## src/rtl/operand_fetch_pkg.sv

```systemverilog
// operand_fetch_pkg: shared register-file widths, zero register and fetch FSM states
package operand_fetch_pkg;
  localparam int REG_ADDR_W = 5;
  localparam int REG_DATA_W = 32;
  localparam int ALUOP_W = 8;
  typedef logic [REG_ADDR_W-1:0] reg_addr_t;
  typedef logic [REG_DATA_W-1:0] reg_data_t;
  typedef logic [ALUOP_W-1:0] aluop_t;
  localparam reg_addr_t ZERO_REG = '0;
  typedef enum logic {RUN, BUBBLE} state_t;
endpackage

```

## src/rtl/operand_fetch_fwd_mux.sv

```systemverilog
// fwd_mux: resolves one source operand from zero register, EX/MEM bypass or regfile
module fwd_mux import operand_fetch_pkg::*; (
  input  logic      en,
  input  reg_addr_t addr,
  input  reg_data_t rdata,
  input  logic      ex_wreg,
  input  logic      ex_is_load,
  input  reg_addr_t ex_wd,
  input  reg_data_t ex_wdata,
  input  logic      mem_wreg,
  input  reg_addr_t mem_wd,
  input  reg_data_t mem_wdata,
  output reg_data_t data
);
  always_comb begin
    data = (!en || addr == ZERO_REG) ? '0 :
           (ex_wreg && !ex_is_load && ex_wd == addr) ? ex_wdata :
           (mem_wreg && mem_wd == addr) ? mem_wdata : rdata;
  end
endmodule

```

## src/rtl/operand_fetch.sv

```systemverilog
// operand_fetch: regfile read, operand bypass, load-use stall and ID/EX register
module operand_fetch import operand_fetch_pkg::*; (
  input  logic      clk,
  input  logic      rst,
  input  logic      id_valid,
  input  logic      id_rs_en,
  input  logic      id_rt_en,
  input  reg_addr_t id_rs_addr,
  input  reg_addr_t id_rt_addr,
  input  reg_addr_t id_wd,
  input  logic      id_wreg,
  input  aluop_t    id_aluop,
  input  logic      id_is_load,
  output logic      id_ready,
  output logic      re1,
  output reg_addr_t raddr1,
  output logic      re2,
  output reg_addr_t raddr2,
  input  reg_data_t rdata1,
  input  reg_data_t rdata2,
  input  logic      ex_fwd_wreg,
  input  reg_addr_t ex_fwd_wd,
  input  reg_data_t ex_fwd_wdata,
  input  logic      ex_fwd_is_load,
  input  logic      mem_fwd_wreg,
  input  reg_addr_t mem_fwd_wd,
  input  reg_data_t mem_fwd_wdata,
  input  logic      flush,
  input  logic      ex_ready,
  output logic      ex_valid,
  output reg_data_t ex_reg1,
  output reg_data_t ex_reg2,
  output reg_addr_t ex_wd,
  output logic      ex_wreg,
  output aluop_t    ex_aluop,
  output logic      ex_is_load,
  output logic [15:0] stall_cnt
);
  state_t state, state_nx;
  reg_data_t op1, op2;
  logic hazard;
  assign re1 = id_valid & id_rs_en;
  assign raddr1 = id_rs_addr;
  assign re2 = id_valid & id_rt_en;
  assign raddr2 = id_rt_addr;
  fwd_mux u_rs (
    .en(re1), .addr(id_rs_addr), .rdata(rdata1),
    .ex_wreg(ex_fwd_wreg), .ex_is_load(ex_fwd_is_load), .ex_wd(ex_fwd_wd), .ex_wdata(ex_fwd_wdata),
    .mem_wreg(mem_fwd_wreg), .mem_wd(mem_fwd_wd), .mem_wdata(mem_fwd_wdata), .data(op1)
  );
  fwd_mux u_rt (
    .en(re2), .addr(id_rt_addr), .rdata(rdata2),
    .ex_wreg(ex_fwd_wreg), .ex_is_load(ex_fwd_is_load), .ex_wd(ex_fwd_wd), .ex_wdata(ex_fwd_wdata),
    .mem_wreg(mem_fwd_wreg), .mem_wd(mem_fwd_wd), .mem_wdata(mem_fwd_wdata), .data(op2)
  );
  // a load in EX has no data yet, so a dependent instruction must wait one cycle
  always_comb begin
    hazard = ex_fwd_wreg & ex_fwd_is_load & (ex_fwd_wd != ZERO_REG) & id_valid &
             ((re1 & (id_rs_addr == ex_fwd_wd)) | (re2 & (id_rt_addr == ex_fwd_wd)));
    id_ready = ex_ready & ~hazard & ~flush;
    state_nx = (state == RUN && hazard && ex_ready && !flush) ? BUBBLE : RUN;
  end
  always_ff @(posedge clk or negedge rst) begin
    if (!rst) begin
      state <= RUN;
      ex_valid <= 1'b0;
      ex_reg1 <= '0;
      ex_reg2 <= '0;
      ex_wd <= '0;
      ex_wreg <= 1'b0;
      ex_aluop <= '0;
      ex_is_load <= 1'b0;
      stall_cnt <= '0;
    end else begin
      state <= state_nx;
      if (flush) begin
        ex_valid <= 1'b0;
        ex_reg1 <= '0;
        ex_reg2 <= '0;
        ex_wd <= '0;
        ex_wreg <= 1'b0;
        ex_aluop <= '0;
        ex_is_load <= 1'b0;
      end else if (ex_ready) begin
        if (hazard) begin
          ex_valid <= 1'b0;
          ex_wreg <= 1'b0;
          if (stall_cnt != 16'hFFFF) stall_cnt <= stall_cnt + 16'd1;
        end else begin
          ex_valid <= id_valid;
          ex_reg1 <= op1;
          ex_reg2 <= op2;
          ex_wd <= id_wd;
          ex_wreg <= id_valid & id_wreg;
          ex_aluop <= id_aluop;
          ex_is_load <= id_is_load;
        end
      end
    end
  end
endmodule

```

## config.mk

```make
export PLATFORM = sky130hd
export DESIGN_NAME = operand_fetch
export DESIGN_NICKNAME = d
export VERILOG_FILES = /design/src/rtl/operand_fetch_pkg.sv /design/src/rtl/operand_fetch_fwd_mux.sv /design/src/rtl/operand_fetch.sv
export SDC_FILE = /design/constraint.sdc
export NUM_CORES = 1
export LEC_CHECK = 0
export ABC_AREA = 1
export ABC_CLOCK_PERIOD_IN_PS = 4900
export CELL_PAD_IN_SITES_DETAIL_PLACEMENT = 1
export CELL_PAD_IN_SITES_GLOBAL_PLACEMENT = 1
export CORE_ASPECT_RATIO = 0.7
export CORE_UTILIZATION = 30
export CTS_BUF_LIST = sky130_fd_sc_hd__clkbuf_16
export CTS_CLUSTER_SIZE = 14
export DETAILED_ROUTE_END_ITERATION = 8
export GPL_ROUTABILITY_DRIVEN = 0
export GPL_TIMING_DRIVEN = 0
export PLACE_DENSITY_LB_ADDON = 0.2
export SLEW_MARGIN = 20
export SYNTH_ARGS = -nofsm -noshare
export SYNTH_HDL_FRONTEND = slang
export SYNTH_HIERARCHICAL = 1
export SYNTH_SLANG_ARGS = --single-unit
```

## constraint.sdc

```tcl
create_clock -name clk -period 4.9 [get_ports clk]
set_clock_uncertainty 0.15 [all_clocks]
set_input_delay 0.49 -clock clk [delete_from_list [all_inputs] [get_ports clk]]
set_output_delay 0.49 -clock clk [all_outputs]
set_load 0.01 [all_outputs]
```

* Word level (Yosys, flattened, before mapping) *
Cells that the tools add are included.

storage, ports and cells
  flip-flop bits (word level) = 96
  bits of input ports = 173
  output and inout port bits = 109
  word-level logic and storage cells = 74

operators by class
  add/sub/neg operators = 1
  eq/ne operators = 8
  muxes and demuxes = 27
  bitwise gates (word level) = 14
  reduce and logical (&&, ||, !) cells = 16

operators with widths
  kind                     count
  $mux W32                 12
  $eq A5 B5 Y1             6
  $mux W8                  3
  $add A16 B1 Y16 const B  1
  $ne A16 B16 Y1 const B   1
  $mux W5                  3
  $and A1 B1 Y1            11
  $logic_not A5 Y1         2
  $mux W1                  9
  $logic_and A1 B1 Y1      5
  $reduce_bool A5 Y1       1
  $reduce_and A4 Y1        1
  $logic_not A1 Y1         3
  $logic_or A1 B1 Y1       2
  $ne A2 B2 Y1 const B     1
  $not A1 Y1               2
  $reduce_and A2 Y1        1
  $reduce_bool A2 Y1       1
  $or A1 B1 Y1             1

* Logic depth before layout (Yosys ltp) *
Gate-level depths: netlist of run 1.

  depth in word-level cells = 8
  mapped depth = 12

* Modules after synthesis *
Netlist of run 1, hierarchy kept.

by module, submodules not included
  module         times used  cells an instance  area an instance (µm²)
  operand_fetch  1           563                4566.9
  fwd_mux        2           299                1332.5

* Least setup slack after synthesis of run 1 *
Ideal clock, no wire load.

  path type = input port to output port
  start = in ex_fwd_wd[3]
  end = out id_ready
  arrival time = 1.442 ns
  data required time = 4.260 ns
  setup slack = 2.818 ns
  stages = 8
  path through = inv_1 > nand4_1 > o21bai_1 > inv_1 > nand2_1 > buf_2 > nand2_1 > nor2_1

on the way
  cells in the longest elaborated chain, start to end = 7
  elaborated cells between the ends (all ways) = 12
  those cells by class = eq/ne (2); bitwise (9); reduce/logical (1)

ends and longest elaborated chain
  what                                                       line                                      source
  start: declaration                                         operand_fetch.sv:22                       input reg_addr_t ex_fwd_wd,
  $eq A5 B5 Y1 / $reduce_bool A5 Y1 (equally long branches)  operand_fetch.sv:59, operand_fetch.sv:58
  $and A1 B1 Y1, on equally long branches                    operand_fetch.sv:59, operand_fetch.sv:58
  $or A1 B1 Y1 / $and A1 B1 Y1 (equally long branches)       operand_fetch.sv:59, operand_fetch.sv:58
  $and A1 B1 Y1 *                                            operand_fetch.sv:58                       hazard = ex_fwd_wreg & ex_fwd_is_load & (ex_fwd_wd != ZERO_REG) & id_valid &
  $not A1 Y1 *                                               operand_fetch.sv:60                       id_ready = ex_ready & ~hazard & ~flush;
  $and A1 B1 Y1 * (2 in a row)                               operand_fetch.sv:60
  end: declaration                                           operand_fetch.sv:14                       output logic id_ready,

Mark *: on every way between the ends. The rest lies on a longest branch, timed or not.

* Final worst setup path of run 1 *
  start = in ex_fwd_wd[2]
  end = out id_ready

Same word-level chain as after synthesis.

==> impl_metrics.tcl, run 1 <==
set metrics [dict create \
    synth_cell_types 25 \
    cts-root-buf "clkbuf_16" \
    syn-num-nets 1335 \
    clock_latency_ns 0.35 \
    rsz0062_at_grt "false" \
    layout-drive-gt1-share 0.07339 \
    maxCapViolCount 0 \
    cts_inserted_buffers 9 \
    htreeDepth 3 \
    die_area_um2 24740 \
    drt_wl_total_mm 32.58 \
    cp_top_family "buffers and inverters" \
    gr-total-overflow 0 \
    critPathKind "in2out" \
    ys_warn_count 6 \
    peakVddDrop_mv 0.1727 \
    min_period_ns 3.783 \
    grt_antenna_before_repair 2 \
    dp_hpwl_mm 25.85 \
    io_buffers 281 \
    postCtsSetupRepairBufs 0 \
    post_cts_resized 0 \
    crit_path_max_fanout 10 \
    p_leak_nw 5.733 \
    areaGrowthSynthToFinish_pct 48.74 \
    cts.path.max_buffers 2 \
    hold_class "reg2reg" \
    grt_max_degree 65 \
    final_common_cell "nand2_1" \
    track_usage 0.2639 \
    instances_no_fill 1776 \
    synthTopCellsByArea "dfrtp_1 (33%), nand2_1 (23%), nand4_1 (13%)" \
    path_clk_slew_ns 0.08 \
    start_util 0.3059 \
    worst-path-buf-inv 5 \
    worst_slew_pin_slew_ns 0.8614 \
    grt_pass1_vias 8941 \
    syn_area_um2 7232 \
    cp.arrival_ns 3.14 \
    viasPerCell 4.982 \
    antenna_cells 0 \
    cts_sinks 96 \
    cpPeakStageDelay_ns 0.54 \
    synth_area_per_cell_um2 6.229 \
    hold-worst-slack_ns 0.3245 \
    vias 8848 \
    end_kind "output pin" \
    cts_tree "built" \
    worstSetupStartpointType "primary input" \
    ys_seq_elements 96 \
    coreArea_um2 23640 \
    post_drt_wl_per_cell_um 18.35 \
    setup_violations 0 \
    power_density_nw_per_um2 194.3 \
    crit_path_top_delay_cell "clkdlybuf4s50_1" \
    final_nets 1629 \
    ant_nets 0 \
    ios 282 \
    period_share 0.7720 \
    finalHoldViolations 0 \
    status "complete, no violations" \
    place_inst 1761 \
    dr.pass1.iters 5 \
    drc 0 \
    max_slew_margin 0.4257 \
    worstPathRequired_ns 4.26 \
    netlist.area_leader.share 0.3322 \
    fp.dieH_um 131.9 \
    row_count 47 \
    fmax_mhz 264.4 \
    synthCells 1161 \
    fp.dieW_um 187.6 \
    final_cell_mix "nand2_1 (435), clkdlybuf4s50_1 (280), nor2_1 (159)" \
    synth-seq-area-share 0.3322 \
    drtIter0Drc 538 \
    path_cells "clkdlybuf4s50_1 > inv_1 > nand4_1 > o21bai_1 > inv_1 > nand2_1 > buf_2 > nand2_1 > nor2_1 > clkdlybuf4s50_1" \
    grt_pass1_wl_mm 50.83 \
    drv_slew 0 \
    yosysTopAreaCell "dfrtp_1" \
]
[stage by stage]
step / TNS, ns / setup slack (ns) / total power, W / area (µm²) / util
final: 0 / 1.117 / 0.002090 / 10760 / 0.4550
after global routing: 0 / 0.9903 / 0.002185 / 10760 / 0.4550
after CTS: 0 / 1.119 / 0.002108 / 10760 / 0.4550
after detailed placement: 0 / 1.100 / 0.001398 / 10470 / 0.4429
after global placement: -68.81 / -0.7313 / 0.001384 / 10440 / 0.4417
after floorplan: 0 / 2.818 / 0.001068 / 7232 / -
[tightest hold or removal path, stage by stage, from the launching register on]
cell     delay (ns)
dfrtp_1        0.35
nand2_1        0.05
nand2_1        0.04
[final timing paths]
check / startpoint / endpoint / slack (ns) / cells after the start
min: ex_reg1[20] / ex_reg1[20] / 0.32 / 2
min in group asynchronous: rst / stall_cnt[3] / 0.45 / 2
max reg2reg: stall_cnt[0] / stall_cnt[14] / 2.61 / 10
max in group asynchronous: rst / ex_wd[0] / 3.48 / 3
max: ex_fwd_wd[2] / id_ready / 1.12 / 10
min reg2reg: ex_reg1[20] / ex_reg1[20] / 0.32 / 2
[power by group]
group / internal (W) / switching [W] / total, W
clock: 0.000386 / 0.000317 / 0.000703
sequential: 0.000813 / 0.0000141 / 0.000827
combinational: 0.000258 / 0.000301 / 0.000559
total: 0.00146 / 0.000632 / 0.00209
[state kept, by name, indices dropped and copies added, names as in the netlist]
| signal | flops |
|---|---|
| ex_aluop | 8 |
| ex_reg1 | 32 |
| ex_valid | 1 |
| ex_wd | 5 |
| ex_is_load | 1 |
| ex_wreg | 1 |
| stall_cnt | 16 |
| ex_reg2 | 32 |
[cell type report]
| type | instances | area [µm²] |
|---|---|---|
| fillers | 3046 | 12880 |
| multi-input cells | 860 | 3880 |
| repair buffers | 283 | 2851 |
| flip-flops and latches | 96 | 2402 |
| plain buffers | 87 | 506.7 |
| inverters | 118 | 442.9 |
| well taps | 318 | 397.9 |
| clock buffers | 9 | 225.2 |
| clock inverters | 5 | 50.05 |
[routing by layer]
layer	share of wire	vias up	GRT usage	wire, µm
met3	0.069	29	0.07213	2255
li1	-	4280	-	-
met1	0.49	4270	0.3720	15910
met4	0.012	2	0.04652	404
met5	0.00031	-	0	10
met2	0.43	267	0.4058	14010
[timing repair]
item,4_1_cts,5_1_grt
endpoints found under the hold margin,32,0
hold buffers,1,0
endpoints found under the setup margin,0,0
[cells in the mapped netlist]
| library cell | count |
|---|---|
| xor2_1 | 6 |
| ha_1 | 1 |
| nand3_4 | 2 |
| buf_2 | 39 |
| buf_1 | 8 |
| buf_6 | 9 |
| nand3_1 | 80 |
| o21ai_0 | 1 |
| inv_2 | 12 |
| nor2_2 | 6 |
| nand2_1 | 435 |
| nand4_2 | 1 |
| nor3_1 | 3 |
| o21ai_1 | 2 |
| buf_4 | 17 |
| inv_1 | 106 |
| nand2_2 | 2 |
| dfrtp_1 | 96 |
| nand4_1 | 148 |
| o21bai_1 | 1 |
| nand3_2 | 2 |
| clkbuf_1 | 14 |
| xnor2_1 | 8 |
| nor2_4 | 3 |
| nor2_1 | 159 |
[cells by family after synthesis]
kind of cell / Yosys count / share of synthesized area
buffers and inverters: 205 / 0.1313
flip-flops: 96 / 0.3322
XOR/XNOR: 14 / 0.01696
adder cells (fa/ha/maj): 1 / 0.001730
AND/OR/NAND/NOR: 841 / 0.5147
AO/OA/AOI/OAI: 4 / 0.003114
Note: power is estimated with default switching activity, not from simulation.
==> inputs of run 2 (changes only) <==
--- a/config.mk
+++ b/config.mk
@@ -6,11 +6,11 @@
 export NUM_CORES = 1
 export LEC_CHECK = 0
 export ABC_AREA = 1
-export ABC_CLOCK_PERIOD_IN_PS = 4900
+export ABC_CLOCK_PERIOD_IN_PS = 3200
 export CELL_PAD_IN_SITES_DETAIL_PLACEMENT = 1
 export CELL_PAD_IN_SITES_GLOBAL_PLACEMENT = 1
 export CORE_ASPECT_RATIO = 0.7
-export CORE_UTILIZATION = 30
+export CORE_UTILIZATION = 27
 export CTS_BUF_LIST = sky130_fd_sc_hd__clkbuf_16
 export CTS_CLUSTER_SIZE = 14
 export DETAILED_ROUTE_END_ITERATION = 8
==> constraint.sdc (replaced) <==
create_clock -name clk -period 3.2 [get_ports clk]
set_clock_uncertainty 0.15 [all_clocks]
set_input_delay 0.32 -clock clk [delete_from_list [all_inputs] [get_ports clk]]
set_output_delay 0.32 -clock clk [all_outputs]
set_load 0.01 [all_outputs]
==> impl_metrics.tcl, run 2 (same netlist as run 1, synthesis figures left out) <==
set metrics [dict create \
    top_regs "ex_reg1: 32 flops, ex_reg2: 32 flops, stall_cnt: 16 flops" \
    worst_slew_pin_slew_ns 0.6900 \
    fillers 3405 \
    rsz0062_at_grt "false" \
    ios 282 \
    htreeDepth 3 \
    min_period_ns 3.018 \
    drv_slew 0 \
    fp.dieH_um 138.9 \
    drt_wl_total_mm 33.60 \
    cts_sinks 96 \
    crit_path_max_fanout 18 \
    die_area_um2 27450 \
    viasPerCell 4.819 \
    grt_use_met3 0.06080 \
    grt_pass1_vias 8940 \
    grt_max_degree 66 \
    p_comb_frac 0.264 \
    setup_tns_ns 0 \
    finalHoldViolations 0 \
    ant_nets 0 \
    met2_usage 0.3740 \
    critPathKind "in2out" \
    cp.arrival_ns 2.55 \
    switchingPower_w 0.0009969 \
    post_drt_wl_per_cell_um 18.49 \
    path_clk_slew_ns 0.07 \
    areaGrowthSynthToFinish_pct 49.86 \
    utilization 0.4169 \
    worstPathRequired_ns 2.73 \
    drc 0 \
    final_nets 1628 \
    setup_violations 0 \
    hold-worst-slack_ns 0.2537 \
    grt_antenna_before_repair 4 \
    final_cell_mix "nand2_1 (434), clkdlybuf4s50_1 (280), nor2_1 (159)" \
    grt_pass1_wl_mm 52.03 \
    pwr-share-seq 0.390 \
    fp.dieW_um 197.6 \
    io_buffers 281 \
    row_count 49 \
    coreArea_um2 25990 \
    drtIter0Drc 473 \
    status "complete, no violations" \
    gr-total-overflow 0 \
    p_int_w 0.002246 \
    power_density_nw_per_um2 299.2 \
    postCtsSetupRepairBufs 0 \
    clock_latency_ns 0.36 \
    hold_class "in2async" \
    vias 8756 \
    maxCapViolCount 0 \
    peakVddDrop_mv 0.3511 \
    clkPwrFrac 0.345 \
    cts-root-buf "clkbuf_16" \
    p_total_w 0.003243 \
    dr.pass1.iters 5 \
    period_share 0.9431 \
    final_common_cell "nand2_1" \
    cts_tree "built" \
    cts.path.max_buffers 2 \
    met1_usage 0.3599 \
    start_util 0.2782 \
    layout-drive-gt1-share 0.07676 \
    track_usage 0.2481 \
    p_leak_nw 5.748 \
    fmax_mhz 331.3 \
    worstSetupStartpointType "primary input" \
    top_usage_layer "met2" \
    max_slew_margin 0.5369 \
    end_kind "output pin" \
    sw_frac_of_total 0.3074 \
    dp_hpwl_mm 26.70 \
    cts_inserted_buffers 9 \
]
==> run 2: changes by cell type in the layout (fill, tap and decap cells not counted), sizes merged <==
cell	previous run	this run
buf	75	74
diode	0	1
clkinv	3	2
clkinvlp	1	4
==> run 2: power groups by stage <==
stage / Sequential (W) / Combinational (W) / Clock, W
floorplan: 0.00130 / 0.000333 / 0
global placement: 0.00129 / 0.000838 / 0
detailed placement: 0.00129 / 0.000854 / 0
CTS: 0.00127 / 0.000860 / 0.00115
global route: 0.00127 / 0.000936 / 0.00119
finish: 0.00127 / 0.000857 / 0.00112
==> run 2: area by class of cell <==
| type | instances | area (µm²) | share of cell area |
|---|---|---|---|
| multi-input cells | 860 | 3891 | 0.3590 |
| repair buffers | 283 | 2851 | 0.2631 |
| flip-flops and latches | 96 | 2402 | 0.2217 |
| well taps | 357 | 446.7 | 0.04121 |
| plain buffers | 86 | 503.0 | 0.04641 |
| clock buffers | 9 | 225.2 | 0.02078 |
| inverters | 118 | 442.9 | 0.04087 |
| clock inverters | 7 | 72.57 | 0.006696 |
| diodes | 1 | 2.502 | 0.0002309 |
==> run 2: routing by layer <==
| metal | part of all wire | wire (µm) |
|---|---|---|
| met5 | 0.0012 | 40 |
| met3 | 0.074 | 2488 |
| met1 | 0.48 | 16190 |
| met2 | 0.43 | 14590 |
| met4 | 0.0085 | 287 |
==> run 2: worst paths after layout <==
check	from	end	slack (ns)	cells after the start
worst max register to register	stall_cnt[0]	stall_cnt[12]	1.00	10
worst min register to register	ex_reg2[12]	ex_reg2[12]	0.32	2
max in group asynchronous	rst	ex_reg2[1]	1.96	3
min in group clk	ex_reg2[12]	ex_reg2[12]	0.32	2
worst max-delay path	ex_fwd_wd[3]	id_ready	0.18	10
worst min-delay path	rst	ex_is_load	0.25	2
==> run 2: stage by stage <==
| step | std cells | instance area (µm²) | setup slack, ns |
|---|---|---|---|
| finish | 1817 | 10840 | 0.1820 |
| global route | 1816 | 10840 | 0.007698 |
| CTS | 1816 | 10830 | 0.05284 |
| detailed placement | 1800 | 10520 | -0.2839 |
| global placement | 1799 | 10490 | -2.330 |
| floorplan | 1161 | 7232 | 1.320 |
==> run 2: critical path, stage by stage <==
cell and delay [ns]:
clkdlybuf4s50_1 0.60, inv_1 0.14, o21ai_0 0.23, nor2_1 0.06, nand3_1 0.08, nand2_2 0.12
nand2_4 0.24, nand2_1 0.09, nor2_1 0.10, clkdlybuf4s50_1 0.55
==> run 2: timing repair <==
item	in CTS	in global routing
cloned	0	0
endpoints found under the hold margin	31	0
pin swaps	0	0
setup endpoints to repair	1	1
hold buffers	1	0
gates resized for setup	3	2
==> edit: new RTL, flow settings as in run 2 <==
Register the output `stall_cnt` once more, cleared by the reset; this adds one clock of latency there. The other outputs are not delayed to match.
--- a/src/rtl/operand_fetch.sv
+++ b/src/rtl/operand_fetch.sv
@@ -37,4 +37,6 @@
   output logic [15:0] stall_cnt
 );
+
+  logic [15:0] stall_cnt_s0;
   state_t state, state_nx;
   reg_data_t op1, op2;
@@ -71,5 +73,5 @@
       ex_aluop <= '0;
       ex_is_load <= 1'b0;
-      stall_cnt <= '0;
+      stall_cnt_s0 <= '0;
     end else begin
       state <= state_nx;
@@ -86,5 +88,5 @@
           ex_valid <= 1'b0;
           ex_wreg <= 1'b0;
-          if (stall_cnt != 16'hFFFF) stall_cnt <= stall_cnt + 16'd1;
+          if (stall_cnt_s0 != 16'hFFFF) stall_cnt_s0 <= stall_cnt_s0 + 16'd1;
         end else begin
           ex_valid <= id_valid;
@@ -99,4 +101,12 @@
     end
   end
+  always_ff @(posedge clk or negedge rst) begin
+    if (!rst) begin
+      stall_cnt <= '0;
+    end else begin
+      stall_cnt <= stall_cnt_s0;
+    end
+  end
+
 endmodule
 
Formal check against the unedited RTL: not equivalent (a bounded check fails within 4 cycles, from zero or initial values and one cycle with rst low).
==> edit against run 2 <==
  * Setup slack worse by 44 ps
  * Worst hold slack got worse by 11 ps
  * Non-clock buffer count rose by 1
  * Area after synthesis increased by 5.9%
  * Sequential cell count rose by 16
  * Largest power group unchanged
  * Synthesized cell count rose by 1.6%
  * Combinational power grew 0.8%
  * Sequential power increased by 16%
  * Wire length is 2.6% higher
  * Total power grew 6.3%
  * Largest cell class unchanged
  * Design area increased by 4.0%
  * Critical path type unchanged
==> edit: results (changes against run 2) <==
status:
  outcome: "completed"
synthesis:
  synth-xor-area-share_pct: 1.60  # -0.094 points
  yosys-top-cells-count: "nand2_1 (440), nor2_1 (155), nand4_1 (149), dfrtp_1 (112), inv_1 (107)"
  synth_cell_types: 26  # +4.0%
  synthAdderAreaFrac_pct: 0.163  # -0.0096 points
  synth_area_leaders: "dfrtp_1 (37%), nand2_1 (22%), nand4_1 (12%), nor2_1 (7.6%), inv_1 (5.2%)"
  syn_inst: 1179  # +1.6%
  synth-compound-area-share_pct: 0.343  # +0.032 points
  seq_area_frac_synth_pct: 36.6  # +3.4 points
timing:
  holdWs_ps: 243  # -11.1 ps
critical_path:
  critPathMaxFanout: 10  # -8
  regToRegSetupSlack_ps: 1120  # +120 ps
  rr_worst_depth: 10  # unchanged
  rr_endpoint: "stall_cnt_s0[7]"
  rr_startpoint: "stall_cnt_s0[0]"
  cp.arrival_ps: 2590  # +40 ps
cells_and_area:
  final_net_count: 1647  # +1.2%
  nFillCells: 3545  # +4.1%
  diodes: 0  # -1
  top_regs: "ex_reg1 (32), ex_reg2 (32)"
  drive_above_1_share_pct: 7.92  # +0.24 points
  post-route-util_pct: 40.5  # -1.2 points
place:
  placed_cells: 1832  # +1.8%
  dp_slack_ps: -481  # -197 ps
  post_dp_cell_area_um2: 11000  # +4.2%
cts:
  numCtsBuffers: 9  # unchanged
routing:
  vias_per_cell: 4.78  # -0.91%
  finalWirelength_um: 34500  # +2.6%
  drt_iter0_drc: 476  # +0.63%
  num_vias: 8829  # +0.83%
global_routing:
  grt_start_max_net_pins: 76  # +15%
  antenna_found_initial: 0  # -4
  gr-usage-all-layers_pct: 23.7  # -1.1 points
power:
  p_sw_w: 0.00107  # +7.2%
  leakagePower_nw: 6.04  # +5.1%
  clkPwrFrac_pct: 32.3  # -2.2 points
  vdd_ir_drop_max_uv: 243  # -31%
  intPower_w: 0.00238  # +5.9%
  pg_comb_w: 0.000864  # +0.8%
hold_path:
  hold_class: "in2reg"
edit: cell count changes after synthesis, moves of 2 or more:
cell	run 2	this run
buf_2	39	36
clkbuf_1	14	17
dfrtp_1	96	112
nand2_1	435	440
nand3_1	80	75
nand3_2	2	4
nor2_1	159	155
edit: final cells by class:
type | instances | share of cell area [%]
multi-input cells | 860 | 34.7
inverters | 120 | 4.00
plain buffers | 87 | 4.50
clock buffers | 9 | 2.00
repair buffers | 283 | 25.3
well taps | 371 | 4.12
flip-flops and latches | 112 | 24.9
clock inverters | 7 | 0.477
edit: how the worst max path moves through the flow:
| stage | from | endpoint | slack (ps) | depth (start not counted) |
|---|---|---|---|---|
| finish | id_rs_addr[1] | id_ready | 140 | 12 |
| global route | id_rs_addr[4] | id_ready | 9 | 12 |
| CTS | ex_ready | id_ready | 20 | 6 |
| detailed placement | ex_fwd_wd[0] | id_ready | -480 | 10 |
| global placement | rst | ex_reg1[22] | -3020 | 1 |
| floorplan | stall_cnt_s0[0] | stall_cnt_s0[8] | 1430 | 10 |
edit: layer usage:
metal / vias up / GRT usage, % / routed length, um
met5: - / 0 / 0
met4: 0 / 4.27 / 378
met3: 21 / 4.91 / 2110
met2: 229 / 35.9 / 14700
met1: 4248 / 34.7 / 17300
li1: 4331 / - / -
edit: critical path, cell delays in order:
cell             delay (ps)
clkdlybuf4s50_1         600
inv_1                    70
nand2_1                  60
nand2_1                  50
nor2_1                  180
nand3_1                 130
nand2_2                 190
nand2_4                 150
buf_4                   210
nand2_1                  70
nor2_1                   60
clkdlybuf4s50_1         480
edit: repair_timing:
item | 4_1_cts | 5_1_grt
endpoints found under the hold margin | 37 | 0
endpoints found under the setup margin | 1 | 1
hold buffers | 1 | 0
pin swaps | 0 | 1
gates resized for setup | 8 | 6
